File: config.mk
export PLATFORM = sky130hd
export DESIGN_NAME = demux_lane_fifo2_flat
export DESIGN_NICKNAME = d
export VERILOG_FILES = /design/src/rtl/demux_pkg.sv /design/src/rtl/demux_lane_fifo2_if.sv /design/src/rtl/demux_lane_sfifo.sv /design/src/rtl/demux_lane_fifo2.sv /design/src/flat_wrapper.sv
export SDC_FILE = /design/constraint.sdc
export NUM_CORES = 1
export LEC_CHECK = 0
export BUFFER_PORTS_ARGS = -buffer_cell sky130_fd_sc_hd__buf_2
export CORE_UTILIZATION = 50
export DETAILED_ROUTE_END_ITERATION = 16
export PLACE_DENSITY = 0.7
export REMOVE_ABC_BUFFERS = 1
export SLEW_MARGIN = 40
export SYNTH_ARGS = -nofsm -noshare
export SYNTH_HDL_FRONTEND = slang
export SYNTH_SLANG_ARGS = --single-unit
File: constraint.sdc
create_clock -name clk -period 1.94 [get_ports clk]
set_clock_uncertainty 0.1 [all_clocks]
set_input_delay 0.291 -clock clk [delete_from_list [all_inputs] [get_ports clk]]
set_output_delay 0.291 -clock clk [all_outputs]
set_load 0.05 [all_outputs]
File: src/rtl/demux_pkg.sv
// Shared constants for the 1-to-2 demux and its buffered lane stage: default sizes, lane select codes, clog2.
package demux_pkg;

  localparam int DEFAULT_WIDTH = 4;
  localparam int DEFAULT_DEPTH = 4;

  localparam logic LANE0 = 1'b0;
  localparam logic LANE1 = 1'b1;

  function automatic int clog2(input int n);
    int r;
    r = 0;
    for (int i = 0; i < 31; i++) begin
      if ((1 << i) < n) r = i + 1;
    end
    return r;
  endfunction

endpackage

File: src/rtl/demux_lane_fifo2_if.sv
// Handshake bundle for demux_lane_fifo2: one upstream push port and two independent lane drain ports.
interface demux_lane_fifo2_if #(
  parameter int WIDTH = demux_pkg::DEFAULT_WIDTH
);
  logic             in_valid;
  logic             in_sel;
  logic [WIDTH-1:0] data_in0;
  logic [WIDTH-1:0] data_in1;
  logic             in_ready;
  logic             out0_valid;
  logic [WIDTH-1:0] out0_data;
  logic             out0_ready;
  logic             out1_valid;
  logic [WIDTH-1:0] out1_data;
  logic             out1_ready;

  modport master (
    output in_valid, in_sel, data_in0, data_in1, out0_ready, out1_ready,
    input  in_ready, out0_valid, out0_data, out1_valid, out1_data
  );

  modport slave (
    input  in_valid, in_sel, data_in0, data_in1, out0_ready, out1_ready,
    output in_ready, out0_valid, out0_data, out1_valid, out1_data
  );
endinterface

File: src/rtl/demux_lane_sfifo.sv
// Single-lane show-ahead FIFO: push lands at the edge, head visible 1 cycle later; data reads 0 when empty.
// Caller must not push while full; pop while empty is ignored. occ port exists only with DEMUX_FIFO_STATUS_EN.
module demux_lane_sfifo
  import demux_pkg::*;
#(
  parameter int WIDTH = DEFAULT_WIDTH,
  parameter int DEPTH = DEFAULT_DEPTH
) (
  input  logic             clk,
  input  logic             rst_n,
  input  logic             push,
  input  logic [WIDTH-1:0] push_data,
  output logic             full,
  input  logic             pop,
  output logic             valid,
  output logic [WIDTH-1:0] data
`ifdef DEMUX_FIFO_STATUS_EN
  ,
  output logic [clog2(DEPTH):0] occ
`endif
);

  localparam int AW = clog2(DEPTH);

  logic [WIDTH-1:0] mem [DEPTH];
  logic [AW:0]      wr_ptr;
  logic [AW:0]      rd_ptr;
  logic             do_push;
  logic             do_pop;

  // Extra MSB on each pointer distinguishes full from empty when the low bits match.
  assign valid   = (wr_ptr != rd_ptr);
  assign full    = (wr_ptr[AW] != rd_ptr[AW]) && (wr_ptr[AW-1:0] == rd_ptr[AW-1:0]);
  assign do_push = push && !full;
  assign do_pop  = pop && valid;
  assign data    = valid ? mem[rd_ptr[AW-1:0]] : '0;

`ifdef DEMUX_FIFO_STATUS_EN
  assign occ = wr_ptr - rd_ptr;
`endif

  always_ff @(posedge clk or negedge rst_n) begin
    if (!rst_n) begin
      wr_ptr <= '0;
      rd_ptr <= '0;
    end else begin
      if (do_push) wr_ptr <= wr_ptr + 1'b1;
      if (do_pop)  rd_ptr <= rd_ptr + 1'b1;
    end
  end

  always_ff @(posedge clk) begin
    if (do_push) mem[wr_ptr[AW-1:0]] <= push_data;
  end

endmodule

File: src/rtl/demux_lane_fifo2.sv
// Routes the demux lane outputs into two independent show-ahead FIFOs; 1-cycle push-to-valid latency.
// in_ready is !full of the lane named by in_sel; each consumer backpressures its own lane. DEMUX_FIFO_STATUS_EN adds occ0/occ1/ovf_attempt.
module demux_lane_fifo2
  import demux_pkg::*;
#(
  parameter int WIDTH = DEFAULT_WIDTH,
  parameter int DEPTH = DEFAULT_DEPTH
) (
  input  logic                  clk,
  input  logic                  rst_n,
  demux_lane_fifo2_if.slave     bus
`ifdef DEMUX_FIFO_STATUS_EN
  ,
  output logic [clog2(DEPTH):0] occ0,
  output logic [clog2(DEPTH):0] occ1,
  output logic                  ovf_attempt
`endif
);

  logic full0;
  logic full1;
  logic push0;
  logic push1;

  assign bus.in_ready = (bus.in_sel == LANE1) ? !full1 : !full0;
  assign push0 = bus.in_valid && bus.in_ready && (bus.in_sel == LANE0);
  assign push1 = bus.in_valid && bus.in_ready && (bus.in_sel == LANE1);

  demux_lane_sfifo #(.WIDTH(WIDTH), .DEPTH(DEPTH)) u_lane0 (
    .clk       (clk),
    .rst_n     (rst_n),
    .push      (push0),
    .push_data (bus.data_in0),
    .full      (full0),
    .pop       (bus.out0_ready),
    .valid     (bus.out0_valid),
    .data      (bus.out0_data)
`ifdef DEMUX_FIFO_STATUS_EN
    ,
    .occ       (occ0)
`endif
  );

  demux_lane_sfifo #(.WIDTH(WIDTH), .DEPTH(DEPTH)) u_lane1 (
    .clk       (clk),
    .rst_n     (rst_n),
    .push      (push1),
    .push_data (bus.data_in1),
    .full      (full1),
    .pop       (bus.out1_ready),
    .valid     (bus.out1_valid),
    .data      (bus.out1_data)
`ifdef DEMUX_FIFO_STATUS_EN
    ,
    .occ       (occ1)
`endif
  );

`ifdef DEMUX_FIFO_STATUS_EN
  // Sticky record of any rejected upstream word; only reset clears it.
  always_ff @(posedge clk or negedge rst_n) begin
    if (!rst_n) ovf_attempt <= 1'b0;
    else if (bus.in_valid && !bus.in_ready) ovf_attempt <= 1'b1;
  end
`endif

endmodule

File: src/flat_wrapper.sv
// flat-port wrapper written by rule: the top's interface ports become plain ports
module demux_lane_fifo2_flat import demux_pkg::*;
#(
  parameter int WIDTH = DEFAULT_WIDTH,
  parameter int DEPTH = DEFAULT_DEPTH
)
  (clk, rst_n, bus_in_valid, bus_in_sel, bus_data_in0, bus_data_in1, bus_out0_ready, bus_out1_ready, bus_in_ready, bus_out0_valid, bus_out0_data, bus_out1_valid, bus_out1_data);
  demux_lane_fifo2_if #(.WIDTH(WIDTH)) bus_i ();
  input  logic clk;
  input  logic rst_n;
  input wire logic [$bits(bus_i.in_valid)-1:0] bus_in_valid;
  input wire logic [$bits(bus_i.in_sel)-1:0] bus_in_sel;
  input wire logic [$bits(bus_i.data_in0)-1:0] bus_data_in0;
  input wire logic [$bits(bus_i.data_in1)-1:0] bus_data_in1;
  input wire logic [$bits(bus_i.out0_ready)-1:0] bus_out0_ready;
  input wire logic [$bits(bus_i.out1_ready)-1:0] bus_out1_ready;
  output wire logic [$bits(bus_i.in_ready)-1:0] bus_in_ready;
  output wire logic [$bits(bus_i.out0_valid)-1:0] bus_out0_valid;
  output wire logic [$bits(bus_i.out0_data)-1:0] bus_out0_data;
  output wire logic [$bits(bus_i.out1_valid)-1:0] bus_out1_valid;
  output wire logic [$bits(bus_i.out1_data)-1:0] bus_out1_data;
  assign bus_i.in_valid = bus_in_valid;
  assign bus_i.in_sel = bus_in_sel;
  assign bus_i.data_in0 = bus_data_in0;
  assign bus_i.data_in1 = bus_data_in1;
  assign bus_i.out0_ready = bus_out0_ready;
  assign bus_i.out1_ready = bus_out1_ready;
  assign bus_in_ready = bus_i.in_ready;
  assign bus_out0_valid = bus_i.out0_valid;
  assign bus_out0_data = bus_i.out0_data;
  assign bus_out1_valid = bus_i.out1_valid;
  assign bus_out1_data = bus_i.out1_data;
  demux_lane_fifo2 #(.WIDTH(WIDTH), .DEPTH(DEPTH)) u_core (.clk(clk), .rst_n(rst_n), .bus(bus_i));
endmodule
==> flow_metrics.env <==
export IMPL_fillers=278
export IMPL_finalCriticalPeriod_ns=2.041
export IMPL_synth_area_leader_cell="edfxtp_1"
export IMPL_io_pins=25
export IMPL_synth_seq_cells=44
export IMPL_finalInstanceArea_um2=2779
export IMPL_globalplace_congestion=0.8371
export IMPL_critical_path_cell_chain="xor2_2 > nor3_2 > buf_4 > and2b_1 > buf_6"
export IMPL_track_usage=0.1903
export IMPL_vias=1234
export IMPL_ys_flop_type="edfxtp_1"
export IMPL_synth_top_family_by_area="multiplexers"
export IMPL_relSlewSlack=0.7753
export IMPL_path_max_fanout=6
export IMPL_clkSlewWorstSetupHoldPaths_ns=0.08
export IMPL_num_antenna_cells=0
export IMPL_grt_pass1_vias=1202
export IMPL_drtIter0Drc=35
export IMPL_grt_overflow=0
export IMPL_antenna_left=0
export IMPL_grt_pass1_wl_um=6016
export IMPL_ys_async_sr_fraction=0.2727
export IMPL_synth_common_cells="edfxtp_1, dfrtp_1, ha_1, inv_1, xnor2_1"
export IMPL_slew_violations=0
export IMPL_place_area_um2=2409
export IMPL_ctsLongestPathBuffers=2
export IMPL_finalSetupViolations=9
export IMPL_die_h_um=67.55
export IMPL_hp_class="primary input to register"
export IMPL_synthAdderAreaFrac=0.05824
export IMPL_clock_sinks=44
export IMPL_synth_edff_count=32
export IMPL_cap_violations=0
export IMPL_slowest_delay_ns=0.50
export IMPL_synth_most_common_cell="edfxtp_1"
export IMPL_worst_setup_path_end_kind="output pin"
export IMPL_syn_area_per_cell_um2=16.65
export IMPL_clock_root_buffer="clkbuf_8"
export IMPL_cts_inserted_buffers=5
export IMPL_fp_dieArea_um2=4563
export IMPL_netlist_top_cells_area="edfxtp_1, dfrtp_1, ha_1, mux4_1, mux4_2"
export IMPL_utilization=0.6849
export IMPL_antenna_found_initial=0
export IMPL_dr_pass1_iters=4
export IMPL_syn_area_um2=2148
export IMPL_yosys_area_share_simple=0.06756
export IMPL_stdcell_count=232
export IMPL_synthToLayoutAreaGrowth_pct=29.35
export IMPL_yosys_warnings=0
export IMPL_wirelength_um=3907
export IMPL_worst_path_max_delay_cell="dfrtp_2"
export IMPL_htreeDepth=2
export IMPL_violations="setup timing"
export IMPL_cp_data_arrival_time_ns=1.65
export IMPL_cp_start_kind="register"
export IMPL_synthMuxAreaShare=0.1136
export IMPL_cts_tree="yes"
export IMPL_hold_viol=0
export IMPL_critPathRequiredTime_ns=1.55
export IMPL_synthCells=129
export IMPL_worstMarginPinSlew_ns=0.3319
export IMPL_final_layout_size_suffix_gt1_frac=0.5220
export IMPL_dpl_cell_count=214
export IMPL_finalWorstSetupSlack_ns=-0.1013
export IMPL_synth_cell_type_count=33
export IMPL_rsz0062_at_grt="yes"
export IMPL_synth_xor_area_frac=0.08270
export IMPL_worstSkewPairLatency_ns=0.29
export IMPL_fmax_ghz=0.4899
export IMPL_ys_seq_area_frac=0.5871
export IMPL_fin_crit_sh=1.052
export IMPL_routed_via_density=5.319
export IMPL_numPortBuffers=24
export IMPL_outcome="complete, but fails checks"
export IMPL_layout_nets=205
export IMPL_path_class="register to output pin"
export IMPL_routedWlPerCell_um=16.84
export IMPL_synth_compound_area_frac=0.06232
export IMPL_grt_max_degree=14
export IMPL_synth_top_cell_area_share=0.4473
export IMPL_fp_row_count=23
export IMPL_drc=0
export IMPL_post_dp_hpwl_um=2808
export IMPL_start_util=0.5294
export IMPL_die_x_um=67.55
export IMPL_core_area_um2=4058
[flip-flops by register name (all words and copies together) (netlist names)]
name,count
u_core.u_lane0.mem,16
u_core.u_lane1.rd_ptr,3
u_core.u_lane1.wr_ptr,3
u_core.u_lane1.mem,16
u_core.u_lane0.rd_ptr,3
u_core.u_lane0.wr_ptr,3
[cell families after synthesis]
| group | after synthesis |
|---|---|
| flops | 44 |
| simple gates | 23 |
| xor+xnor | 16 |
| compound gates | 13 |
| mux | 12 |
| buf+inv | 11 |
| fa+ha+maj | 10 |
[metal layers]
layer | vias up | wire length (um) | global-route usage | part of all wire
li1 | 588 | - | - | -
met4 | 0 | 48 | 0.08245 | 0.012
met5 | - | 0 | 0 | 0
met3 | 6 | 134 | 0.03209 | 0.034
met2 | 33 | 2000 | 0.3057 | 0.51
met1 | 607 | 1723 | 0.2543 | 0.44
[through the flow]
stage / TNS (ns) / worst slack, ns / hold WS [ns]
after CTS: -0.8194 / -0.1181 / 0.1169
after global placement: 0 / 0.006748 / 0.08750
after detailed placement: -0.05155 / -0.02660 / 0.09052
after floorplan: -0.7939 / -0.1809 / -0.1046
final: -0.7118 / -0.1013 / 0.1203
after global routing: -2.041 / -0.1723 / 0.1116
[worst max-delay path, delay by kind of cell, from the launching register on]
family                 cells  cell delay [ns]
AND/OR/NAND/NOR            2             0.33
XOR/XNOR                   1             0.21
flip-flops                 1             0.50
buffers and inverters      2             0.31
[final timing paths]
check | from | endpoint | slack, ns | cells after the start
max in group asynchronous | rst_n | u_core.u_lane0.rd_ptr[0] | 1.19 | 2
setup reg to reg | u_core.u_lane1.rd_ptr[0] | u_core.u_lane1.mem[0][3] | 0 | 5
min in group asynchronous | rst_n | u_core.u_lane1.rd_ptr[2] | 0.31 | 2
hold reg to reg | u_core.u_lane0.wr_ptr[2] | u_core.u_lane0.wr_ptr[2] | 0.53 | 1
setup / recovery | u_core.u_lane1.rd_ptr[0] | bus_out1_data[0] | -0.10 | 5
hold / removal | bus_data_in0[1] | u_core.u_lane0.mem[0][1] | 0.12 | 1
[timing repair]
item / 4_1_cts / 5_1_grt
gates resized for setup: 35 / 13
hold buffers: 1 / 0
hold endpoints to repair: 12 / 0
buffers inserted: 6 / 3
pin swaps: 5 / 3
setup endpoints to repair: 11 / 23
[cell type report]
cell class                      count  area (um^2)  share of cell area
Inverter                            7        26.28            0.009455
Tap cell                           50        62.56             0.02251
Clock buffer                        6        72.57             0.02611
Sequential cell                    44         1271              0.4575
Timing Repair Buffer               49        375.4              0.1351
Multi-Input combinational cell     74        935.9              0.3368
Clock inverter                      2        35.03             0.01261
[layout by cell type (no fill, tap or decap), types with 3 or more instances in the layout]
master    netlist  final
xnor2_4         0      3
dfrtp_1        12      4
mux4_2          4      5
and2_2          3      6
buf_4           1     25
edfxtp_1       32     32
buf_2           1     13
xnor2_1         7      6
buf_6           2     10
xor2_2          2      4
inv_1           7      6
clkbuf_8        0      5
mux2_2          3      3
nor2b_1         5      5
mux4_1          4      3
dfrtp_2         0      8
and2b_1         3      3
ha_1           10     10
Power is not shown: default switching activity piles up to over one toggle a cycle in this logic, so the estimate is an artifact.
